==> config.mk <==
export PLATFORM = sky130hd
export DESIGN_NAME = pipe_opcode_tracker
export DESIGN_NICKNAME = d
export VERILOG_FILES = /design/src/rtl/pipe_opcode_tracker.sv
export SDC_FILE = /design/constraint.sdc
export NUM_CORES = 1
export LEC_CHECK = 0
export ABC_AREA = 1
export ABC_CLOCK_PERIOD_IN_PS = 2200
export CAP_MARGIN = 20
export CORE_ASPECT_RATIO = 1.1
export CORE_UTILIZATION = 52
export CTS_BUF_LIST = sky130_fd_sc_hd__clkbuf_4 sky130_fd_sc_hd__clkbuf_8
export DETAILED_ROUTE_END_ITERATION = 6
export GPL_TIMING_DRIVEN = 0
export PLACE_DENSITY = 0.89
export SYNTH_ARGS = -nofsm -noshare
export SYNTH_HDL_FRONTEND = slang
export SYNTH_SLANG_ARGS = --single-unit
==> constraint.sdc <==
create_clock -name clk -period 2.2 [get_ports clk]
set_clock_uncertainty 0.15 [all_clocks]
set_input_delay 0.44 -clock clk [delete_from_list [all_inputs] [get_ports clk]]
set_output_delay 0.44 -clock clk [all_outputs]
set_load 0.03 [all_outputs]
==> src/rtl/pipe_opcode_tracker.sv <==
`default_nettype none
// ============================================================================
// Module   : pipe_opcode_tracker
// Brief    : Tracks opcodes through a 5-stage pipeline with stall/flush control.
// Revision : 1.0
// ============================================================================
module pipe_opcode_tracker #(
    parameter int             OPW       = 7,
    parameter logic [OPW-1:0] BUBBLE    = '0,
    parameter logic [OPW-1:0] LOAD_OP   = OPW'(3),
    parameter int             STALL_MAX = 8
) (
    input  logic           clk,
    input  logic           rst_n,
    input  logic           in_valid,
    input  logic [OPW-1:0] in_opcode,
    output logic           in_ready,
    input  logic           stall,
    input  logic           flush,
    output logic [OPW-1:0] fetch,
    output logic [OPW-1:0] decode,
    output logic [OPW-1:0] exec,
    output logic [OPW-1:0] mem,
    output logic [OPW-1:0] wb,
    output logic [1:0]     pipeline_state,
    output logic           empty,
    output logic [15:0]    retired,
    output logic [15:0]    stall_cycles,
    output logic           stall_err
);

    localparam int             RUNW    = $clog2(STALL_MAX + 1);
    localparam logic [RUNW-1:0] RUN_MAX = RUNW'(STALL_MAX);

    logic [OPW-1:0]  fetch_nx;
    logic [OPW-1:0]  decode_nx;
    logic [OPW-1:0]  exec_nx;
    logic [OPW-1:0]  mem_nx;
    logic [OPW-1:0]  wb_nx;
    logic [1:0]      state_nx;
    logic            empty_nx;
    logic [RUNW-1:0] stall_run;
    logic [RUNW-1:0] stall_run_nx;

    assign in_ready = !stall && !flush;

    always_comb begin
        // Stall defaults: fetch/decode hold, exec takes a bubble, older slots drain.
        fetch_nx  = fetch;
        decode_nx = decode;
        exec_nx   = BUBBLE;
        mem_nx    = exec;
        wb_nx     = mem;
        if (flush) begin
            fetch_nx  = BUBBLE;
            decode_nx = BUBBLE;
        end else if (!stall) begin
            fetch_nx  = in_valid ? in_opcode : BUBBLE;
            decode_nx = fetch;
            exec_nx   = decode;
        end
    end

    always_comb begin
        state_nx = 2'b00;
        if (decode_nx == LOAD_OP) begin
            state_nx = 2'b01;
        end else if (exec_nx == LOAD_OP) begin
            state_nx = 2'b10;
        end else if (mem_nx == LOAD_OP) begin
            state_nx = 2'b11;
        end
        empty_nx = (fetch_nx == BUBBLE) && (decode_nx == BUBBLE) && (exec_nx == BUBBLE)
                && (mem_nx == BUBBLE) && (wb_nx == BUBBLE);
    end

    always_comb begin
        stall_run_nx = '0;
        if (stall) begin
            stall_run_nx = (stall_run == RUN_MAX) ? stall_run : stall_run + RUNW'(1);
        end
    end

    always_ff @(posedge clk) begin
        if (!rst_n) begin
            fetch          <= BUBBLE;
            decode         <= BUBBLE;
            exec           <= BUBBLE;
            mem            <= BUBBLE;
            wb             <= BUBBLE;
            pipeline_state <= 2'b00;
            empty          <= 1'b1;
            retired        <= '0;
            stall_cycles   <= '0;
            stall_run      <= '0;
            stall_err      <= 1'b0;
        end else begin
            fetch          <= fetch_nx;
            decode         <= decode_nx;
            exec           <= exec_nx;
            mem            <= mem_nx;
            wb             <= wb_nx;
            pipeline_state <= state_nx;
            empty          <= empty_nx;
            stall_run      <= stall_run_nx;
            if ((wb != BUBBLE) && (retired != 16'hFFFF)) begin
                retired <= retired + 16'd1;
            end
            if (stall && (stall_cycles != 16'hFFFF)) begin
                stall_cycles <= stall_cycles + 16'd1;
            end
            if (stall && (stall_run_nx == RUN_MAX)) begin
                stall_err <= 1'b1;
            end
        end
    end

endmodule
`default_nettype wire

Word level (Yosys, flattened, before mapping)
Index checks and enable logic that the tools add are counted.
{ "totals": {"out_inout_bits": 72, "register_bits": 75} }
{ "classes": {"reduce_logical": 17, "mux": 12, "n_bitwise": 1, "n_addsub": 3, "n_eq_ne": 7} }
{ "op_table": {"columns": ["cell", "n"], "rows": [
  ["7-bit 2-to-1 mux", 7],
  ["7-bit logical NOT", 5],
  ["16-bit by 1-bit adder with 16-bit output (second input constant)", 2],
  ["16-bit != test (second input constant)", 2],
  ["7-bit by 2-bit == test with 1-bit output (second input constant)", 3],
  ["4-bit == test (second input constant)", 2],
  ["1-bit logical AND", 8],
  ["4-bit 2-to-1 mux", 2],
  ["7-bit nonzero test", 1],
  ["4-bit by 1-bit adder with 4-bit output (second input constant)", 1],
  ["2-bit 2-to-1 mux", 2],
  ["1-bit logical NOT", 2],
  ["2-bit OR reduction", 1],
  ["1-bit 2-to-1 mux", 1],
  ["1-bit NOT", 1]
]} }

Longest topological paths before layout
Gate-level depths: netlist of run 1.
{ "depth": {"ltp_word": 8, "mapped_depth": 10, "ltp_nobuf": 10} }

Worst setup path after synthesis of run 1
OpenSTA, ideal clock, no wires.
{ "synth_timing": {"kind": "reg2reg", "from": "register retired[0]", "to": "register retired[0]", "setup_ps": 116, "path_stages_with_launch": 10, "arrival_ps": 1686, "required_time_ps": 1934, "slack_ps": 248, "path_cell_list": "dfxtp_1 ha_1 inv_1 nor2_2 nand2_2 nor2_1 nor2_2 buf_2 nor2_1 nor2_1"} }
{ "synth_between": {"elab_chain_len": 2, "elab_cells_between_ends": 3, "classes_between": "add/sub (1); eq/ne (1); reduce/logical (1)"} }
{ "synth_rtl": {"columns": ["element", "line", "source"], "rows": [
  ["from (decl)", "27", "output logic [15:0] retired,"],
  ["from (signal assigned)", "107", "retired <= retired + 16'd1;"],
  ["branches (longest 2 deep; another with 16-bit by 1-bit adder with 16-bit output)", null, null]
]} }
Several ways; the timed one is not identified.
A chain may end at the register's enable or synchronous reset.

Worst setup path after layout of run 1
{ "layout_timing": {"from": "input flush", "to": "output in_ready"} }
{ "layout_between": {"elab_chain_len": 2} }
{ "layout_rtl": {"columns": ["element", "line", "source"], "rows": [
  ["from (decl)", "19", "input logic flush,"],
  ["1-bit logical NOT", "45", "assign in_ready = !stall && !flush;"],
  ["1-bit logical AND", "45", null],
  ["to (decl)", "17", "output logic in_ready,"]
]} }
No other way between the ends.

==> results by group, run 1 <==
Run status
  – Status: finished clean

STA
  – Worst slew margin: between 60% and 70%
  – Min Hold Slack: 0.300 ns
  – Final Hold Fails: 0
  – # setup viols final: 0
  – Max Clk Rate: between 400 and 500 MHz
  – Post-route minimum period: between 2 and 2.5 ns
  – Final period util: between 90 and 100%
  – Worst setup margin: 0.0123 ns
  – Worst Tran Pin Value: 0.541 ns
  – Pins Over Slew Limit: 0

Floorplanning
  – FP Rows: 31
  – Initial Util: a little over half
  – Io pins: 84
  – DIE AREA: 7300 sq um
  – Die Y: between 80 and 90 microns
  – Die X-Extent: ~82 microns
  – Core footprint: approximately 6700 sq um

Finish
  – Cell area after layout: a little under 5000 sq um
  – Final core utilization: ~72%
  – Layout Nets: roughly 670
  – Layout fillers: ~500
  – Final cell count without fillers: around 740
  – Layout cells sized above 1: 6.42%
  – Area grow syn2layout: 33.1%
  – Ant. Diodes: 0

Critical path
  – CP Depth: 3
  – CP bufs+invs: 2
  – Register-to-Register Path Depth: 9
  – Cell family with most CP delay: buffers and inverters
  – Cells along the critical path: clkdlybuf4s50_1 > nor2_4 > clkdlybuf4s15_2
  – Max stage delay cell, worst path: clkdlybuf4s50_1
  – CP arrival: 1.60 ns
  – Critical path type: input pin to output pin
  – Max incr delay on CP: slightly below 0.6 ns
  – Worst Setup End Kind: output pin
  – Critical path fanouts, max: 6
  – CP required: approximately 1.6 ns
  – Crit path launch type: input pin

Logic synthesis
  – Distinct cells, synth: 27
  – Primary FF master, synth: dfxtp_1
  – Post-Syn Nets: 570
  – Mapped Area: roughly 3600 sq um
  – Ys Warns: 0
  – Sequential share of the synthesized area: between 40% and 50%
  – FFs w/ async S/R, synth: 0%
  – Synth Register Bits: 75
  – Avg Inst Size Synth: approximately 6.5 sq um
  – Post-synth EDFFs: 0
  – Cells after Synth: 554

Worst hold path
  – Hold Path Class: flop to flop
  – Hold depth: 2

Place
  – IO buf count: 83
  – Dpl cells: about 720
  – DP HPWL: approximately 6.9 mm
  – Area of placed instances: around 4600 sq um
  – Place WS: -0.502 ns
  – GP Congestion: 0.926

Routing
  – Vias post-DR: about 3.8k
  – Residual DRC count: 0
  – DRT iter0 DRCs: 197
  – Met3 WL: around 740 microns
  – Post-route ant nets: 0
  – Routed wl met2: 4.82 mm
  – Metal-1 WL: just under 4 mm
  – Total Routed Length: approximately 10 mm
  – Top Layer Used: met4
  – DR pass1 iterations: 5
  – Per-cell routed wire length: around 13 microns
  – Vias/cell: 5.19

Global route
  – GRT overflow: 0
  – Antenna violations before repair: 0
  – Pin count of the biggest net entering global routing: 14
  – First-pass GRT wire length: 15.5 mm
  – Vias in the first global route: 3554
  – GRT Overall Usage: between 20% and 30%

CTS
  – CTS tree: yes
  – Clock Path Buffers: 2
  – H-tree Lvls: 3
  – Root Buffer: clkbuf_8
  – Later-pin clock latency in the skew report: approximately 0.35 ns
  – CTS Buf Count: 9
  – Clk slew on worst S/H paths: around 0.08 ns
  – CTS sink count: 75

Pwr
  – Peak supply drop: 369 uV
  – Pwr per Cell Area: 605 nW/um^2
  – Leakage: approximately 1.9 nW

Flow run
  – Max Cap Viol: 0
==> tightest hold or removal path: cells and delay by family (launching register included) <==
kind | cells | cell delay [ns]
DFF | 1 | 0.33
and+or+nand+nor | 1 | 0.06
buffers and inverters | 1 | 0.03
==> path summary, 6_finish.rpt <==
path                           startpoint                  endpoint  slack, ns
setup reg to reg  retired[0]$_SDFFE_PN0P_  retired[10]$_SDFFE_PN0P_       0.16
hold / removal          mem[2]$_SDFF_PN0_          wb[2]$_SDFF_PN0_       0.30
hold reg to reg         mem[2]$_SDFF_PN0_          wb[2]$_SDFF_PN0_       0.30
setup / recovery                    flush                  in_ready       0.01
==> routing by layer <==
metal | up-vias | track usage, %
li1 | 1907 | -
met1 | 1704 | 32.1
met2 | 180 | 48.4
met3 | 28 | 5.10
met4 | 0 | 17.7
met5 | - | 0
==> through the flow <==
stage	setup TNS, ns	power [mW]
final	0	2.92
after CTS	0	2.91
after global placement	-0.529	1.64
after global routing	-0.000676	3.01
after detailed placement	-0.578	1.64
after floorplan	0	1.56
==> flip-flops by register name (all words and copies together), names as in the netlist <==
name and flops:
decode 7, empty 1, exec 7, fetch 7, mem 7, pipeline_state 2, retired 16, stall_cycles 16
stall_err 1, stall_run 4, wb 7
==> synthesized netlist by cell type, types with 2 or more instances <==
cell type,n,area (sq um)
a21oi_1,28,140
a21oi_2,2,17.5
buf_2,5,25.0
buf_6,2,22.5
clkbuf_1,8,30.0
dfxtp_1,75,1500
ha_1,4,50.1
inv_1,59,221
nand2_1,188,706
nand2_2,2,12.5
nand3_1,26,130
nand4_1,10,62.6
nor2_1,90,338
nor2_2,3,18.8
nor2_4,3,33.8
nor3_1,9,45.0
o21ai_0,20,100
xnor2_1,6,52.6
xor2_1,6,52.6
==> layout by cell type, fill, tap and decap left out <==
cell type	netlist	layout
nand2_1	188	188
nor2_1	90	89
clkdlybuf4s50_1	0	82
dfxtp_1	75	75
inv_1	59	59
a21oi_1	28	27
nand3_1	26	26
o21ai_0	20	20
nand4_1	10	10
nor3_1	9	9
clkbuf_8	0	9
clkbuf_1	8	8
xor2_1	6	6
xnor2_1	6	6
buf_2	5	5
nor2_4	3	4
nor2_2	3	3
a21oi_2	2	3
ha_1	4	3
bufinv_16	0	3
nand2_2	2	2
buf_6	2	2
inv_4	1	1
inv_2	1	1
or2_2	1	1
o21ai_4	1	1
and2_1	1	1
o21a_1	1	1
nand3b_1	1	1
nor3b_1	1	1
ha_2	0	1
clkinvlp_4	0	1
clkinv_2	0	1
inv_6	0	1
clkbuf_4	0	1
clkdlybuf4s15_2	0	1
buf_4	0	1
==> what timing repair did <==
action                     4_1_cts  5_1_grt
buffers inserted                 0        1
setup endpoints to repair        1        5
resized for setup                5        2
hold buffers                     0        0
pin swaps                        0        1
==> cell type report <==
class	count	area, sq um	area share, %
Sequential cell	75	1500	31.2
Clock inverter	6	111	2.31
Multi-Input combinational cell	403	1820	37.9
Inverter	61	231	4.80
Buffer	15	77.6	1.61
Tap cell	82	103	2.13
Clock buffer	10	131	2.73
Timing Repair Buffer	84	840	17.4
==> logic make-up (layout without fill, tap and decap cells) <==
logic type	after synthesis	count (layout)	synth area share [%]
and+or+nand+nor	335	335	37.9
buffers and inverters	76	176	8.53
DFF	75	75	41.5
AOI/OAI and AO/OA	52	52	7.77
xor gates and xnor gates	12	12	2.90
adders and majority gates	4	4	1.38
==> power by group <==
part	internal [mW]	switching (mW)
logic	0.0846	0.152
clock network	0.768	0.522
registers	1.37	0.0155
Note: power is estimated with default switching activity, not from simulation.
==> run 2: changes to the inputs <==
--- a/config.mk
+++ b/config.mk
@@ -14,6 +14,7 @@
 export DETAILED_ROUTE_END_ITERATION = 6
 export GPL_TIMING_DRIVEN = 0
 export PLACE_DENSITY = 0.89
+export SKIP_CTS_REPAIR_TIMING = 1
 export SYNTH_ARGS = -nofsm -noshare
 export SYNTH_HDL_FRONTEND = slang
 export SYNTH_SLANG_ARGS = --single-unit
==> run 2 against run 1 <==
  * Via count shrank 0.71%
  * Hold slack got worse by 0.0014 ns
  * Sequential share of layout area rose by 0.11 points
  * Wire length shrank 1.0%
  * Sequential cell count stayed put
  * Critical endpoint is now empty$_SDFF_PN1_
==> results by group, run 2 (same netlist as run 1, synthesis figures left out) <==
Critical path
  – Max stage delay cell, worst path: clkdlybuf4s50_1 (unchanged)
  – Start point of the critical path: stall (was flush)
  – Cells along the critical path: clkdlybuf4s50_1 > buf_2 > buf_2 > nand2_1 > a21oi_1 > nor2_1 > nand2_1 > nor2_1 > nand2_1 > nand2_1 (was clkdlybuf4s50_1 > nor2_4 > clkdlybuf4s15_2)
  – Worst Setup End Kind: flop (was output pin)
  – CP bufs+invs: 3 (was 2)
  – CP most frequent cell: nand2_1
  – Critical R2R Launch: retired[0]$_SDFFE_PN0P_ (unchanged)
  – CP arrival: 2.27 ns (was 1.60 ns)
  – Cell family with most CP delay: buffers and inverters (unchanged)
  – CP required: 2.28 ns (was 1.61 ns)
  – Critical path type: input pin to flop (was input pin to output pin)
  – Crit path launch type: input pin (unchanged)
  – Critical path fanouts, max: 10 (was 6)
  – Max incr delay on CP: 0.54 ns (was 0.59 ns)

Finish
  – Reg area: 1500 sq um (unchanged)
  – Layout fillers: 503 (was 501)
  – Layout cells sized above 1: 6.13% (was 6.42%)
  – Final cell count without fillers: 735 (was 736)
  – Area of the multi-input gates: 1820 sq um (about the same)
  – Layout Nets: 664 (was 665)
  – Final core utilization: 72.0% (was 72.2%)
  – Most frequent cells in the layout: nand2_1, nor2_1, clkdlybuf4s50_1 (unchanged)
  – Cell area after layout: 4800 sq um (was 4820 sq um)
  – Area grow syn2layout: 32.6% (was 33.1%)
  – Commonest non-fill, non-tap cell in the layout: nand2_1 (unchanged)
  – Largest regs: retired x16, stall_cycles x16 (unchanged)
  – Ant. Diodes: 0 (unchanged)

Routing
  – Total Routed Length: 9.62 mm (was 9.72 mm)
  – DRT iter0 DRCs: 155 (was 197)
  – DR pass1 iterations: 5 (unchanged)
  – Residual DRC count: 0 (unchanged)
  – Per-cell routed wire length: 13.1 microns (was 13.2 microns)
  – Vias post-DR: 3792 (was 3819)
  – Vias/cell: 5.16 (was 5.19)
  – Post-route ant nets: 0 (unchanged)

Global route
  – First-pass GRT wire length: 15.5 mm (about the same)
  – Antenna violations before repair: 0 (unchanged)
  – GRT Overall Usage: 28.0% (was 28.2%)
  – Vias in the first global route: 3527 (was 3554)
  – GRT overflow: 0 (unchanged)
  – Pin count of the biggest net entering global routing: 14 (unchanged)

Floorplanning
  – DIE AREA: 7300 sq um (unchanged)
  – Initial Util: 54.3% (unchanged)
  – Io pins: 84 (unchanged)
  – Core footprint: 6670 sq um (unchanged)
  – Die Y: 89.5 microns (unchanged)
  – Die X-Extent: 81.6 microns (unchanged)
  – FP Rows: 31 (unchanged)

Place
  – Area of placed instances: 4550 sq um (unchanged)
  – Dpl cells: 719 (unchanged)
  – IO buf count: 83 (unchanged)
  – GP Congestion: 0.926 (unchanged)
  – DP HPWL: 6.90 mm (unchanged)

Pwr
  – Cell Int Power: 2.22 mW (was 2.23 mW)
  – Combinational fraction of design power: 8.0% (was 8.1%)
  – Pwr per Cell Area: 605 nW/um^2 (about the same)
  – Clk pwr share: 44.3% (about the same)
  – Sequential power share: 47.8% (was 47.6%)
  – Peak supply drop: 368 uV (was 369 uV)
  – Leakage: 1.90 nW (about the same)
  – Switching Share: 23.5% (was 23.6%)
  – Switching power: 0.683 mW (was 0.689 mW)

STA
  – # setup viols final: 0 (unchanged)
  – Min Hold Slack: 0.299 ns (was 0.300 ns)
  – Final Hold Fails: 0 (unchanged)
  – Worst Tran Pin Value: 0.560 ns (was 0.541 ns)
  – Pins Over Slew Limit: 0 (unchanged)
  – Worst slew margin: 62.7% (was 63.9%)
  – Max Clk Rate: 456 MHz (was 457 MHz)
  – Final period util: 99.7% (was 99.4%)
  – Post-route minimum period: 2.19 ns (about the same)

CTS
  – CTS sink count: 75 (unchanged)
  – Clk slew on worst S/H paths: 0.08 ns (about the same)
  – Root Buffer: clkbuf_8 (unchanged)
  – H-tree Lvls: 3 (unchanged)
  – CTS tree: yes (unchanged)
  – Later-pin clock latency in the skew report: 0.35 ns (about the same)
  – Clock Path Buffers: 2 (unchanged)
  – CTS Buf Count: 9 (unchanged)

Worst hold path
  – Hold wc startpoint: mem[2]$_SDFF_PN0_ (unchanged)
  – Hold Path Class: flop to flop (unchanged)

Flow run
  – Max Cap Viol: 0 (unchanged)

Run status
  – Status: finished clean (unchanged)
==> run 2: area by class of cell <==
type	instances	share of cell area, %
plain buffers	15	1.62
clock inverters	6	2.32
well taps	82	2.14
flip-flops and latches	75	31.3
inverters	61	4.82
multi-input cells	403	37.9
repair buffers	83	17.2
clock buffers	10	2.74
==> run 2: tightest hold or removal path: stages (launching register included) <==
cell	delay, ns
dfxtp_1	0.33
nand2_1	0.06
inv_1	0.03
==> run 2: power by group through the flow <==
stage	clock [mW]	sequential [mW]	combinational [mW]
6_report	1.29	1.39	0.232
3_5_place_dp	0	1.42	0.224
3_3_place_gp	0	1.42	0.220
4_1_cts	1.29	1.39	0.229
2_1_floorplan	0	1.45	0.109
5_1_grt	1.37	1.39	0.253
==> run 2: worst paths after layout <==
path                                                  to  slack [ns]  cells past startpoint
worst min register to register          wb[2]$_SDFF_PN0_        0.30                      2
worst max register to register  retired[10]$_SDFFE_PN0P_        0.17                      9
worst max-delay path                    empty$_SDFF_PN1_       0.006                     10
worst min-delay path                    wb[2]$_SDFF_PN0_        0.30                      2
==> run 2: through the flow <==
stage | setup slack, ns | setup TNS (ns) | total power [mW]
after floorplan | 0.248 | 0 | 1.56
after global placement | -0.477 | -0.529 | 1.64
after detailed placement | -0.502 | -0.578 | 1.64
after CTS | -0.534 | -0.534 | 2.91
after global routing | -0.0463 | -0.0463 | 3.01
final | 0.00639 | 0 | 2.91
==> run 2: routing by layer <==
metal  GRT usage (%)  wire (microns)
met5               0               0
met4            17.2             334
met3            4.90             619
met2            48.3            4770
met1            32.1            3900
==> run 3: changes to the inputs <==
--- a/config.mk
+++ b/config.mk
@@ -14,7 +14,6 @@
 export DETAILED_ROUTE_END_ITERATION = 6
 export GPL_TIMING_DRIVEN = 0
 export PLACE_DENSITY = 0.89
-export SKIP_CTS_REPAIR_TIMING = 1
 export SYNTH_ARGS = -nofsm -noshare
 export SYNTH_HDL_FRONTEND = slang
 export SYNTH_SLANG_ARGS = --single-unit
==> results of run 3 <==
The final DEF is identical to that of run 1; final timing and power are the same.
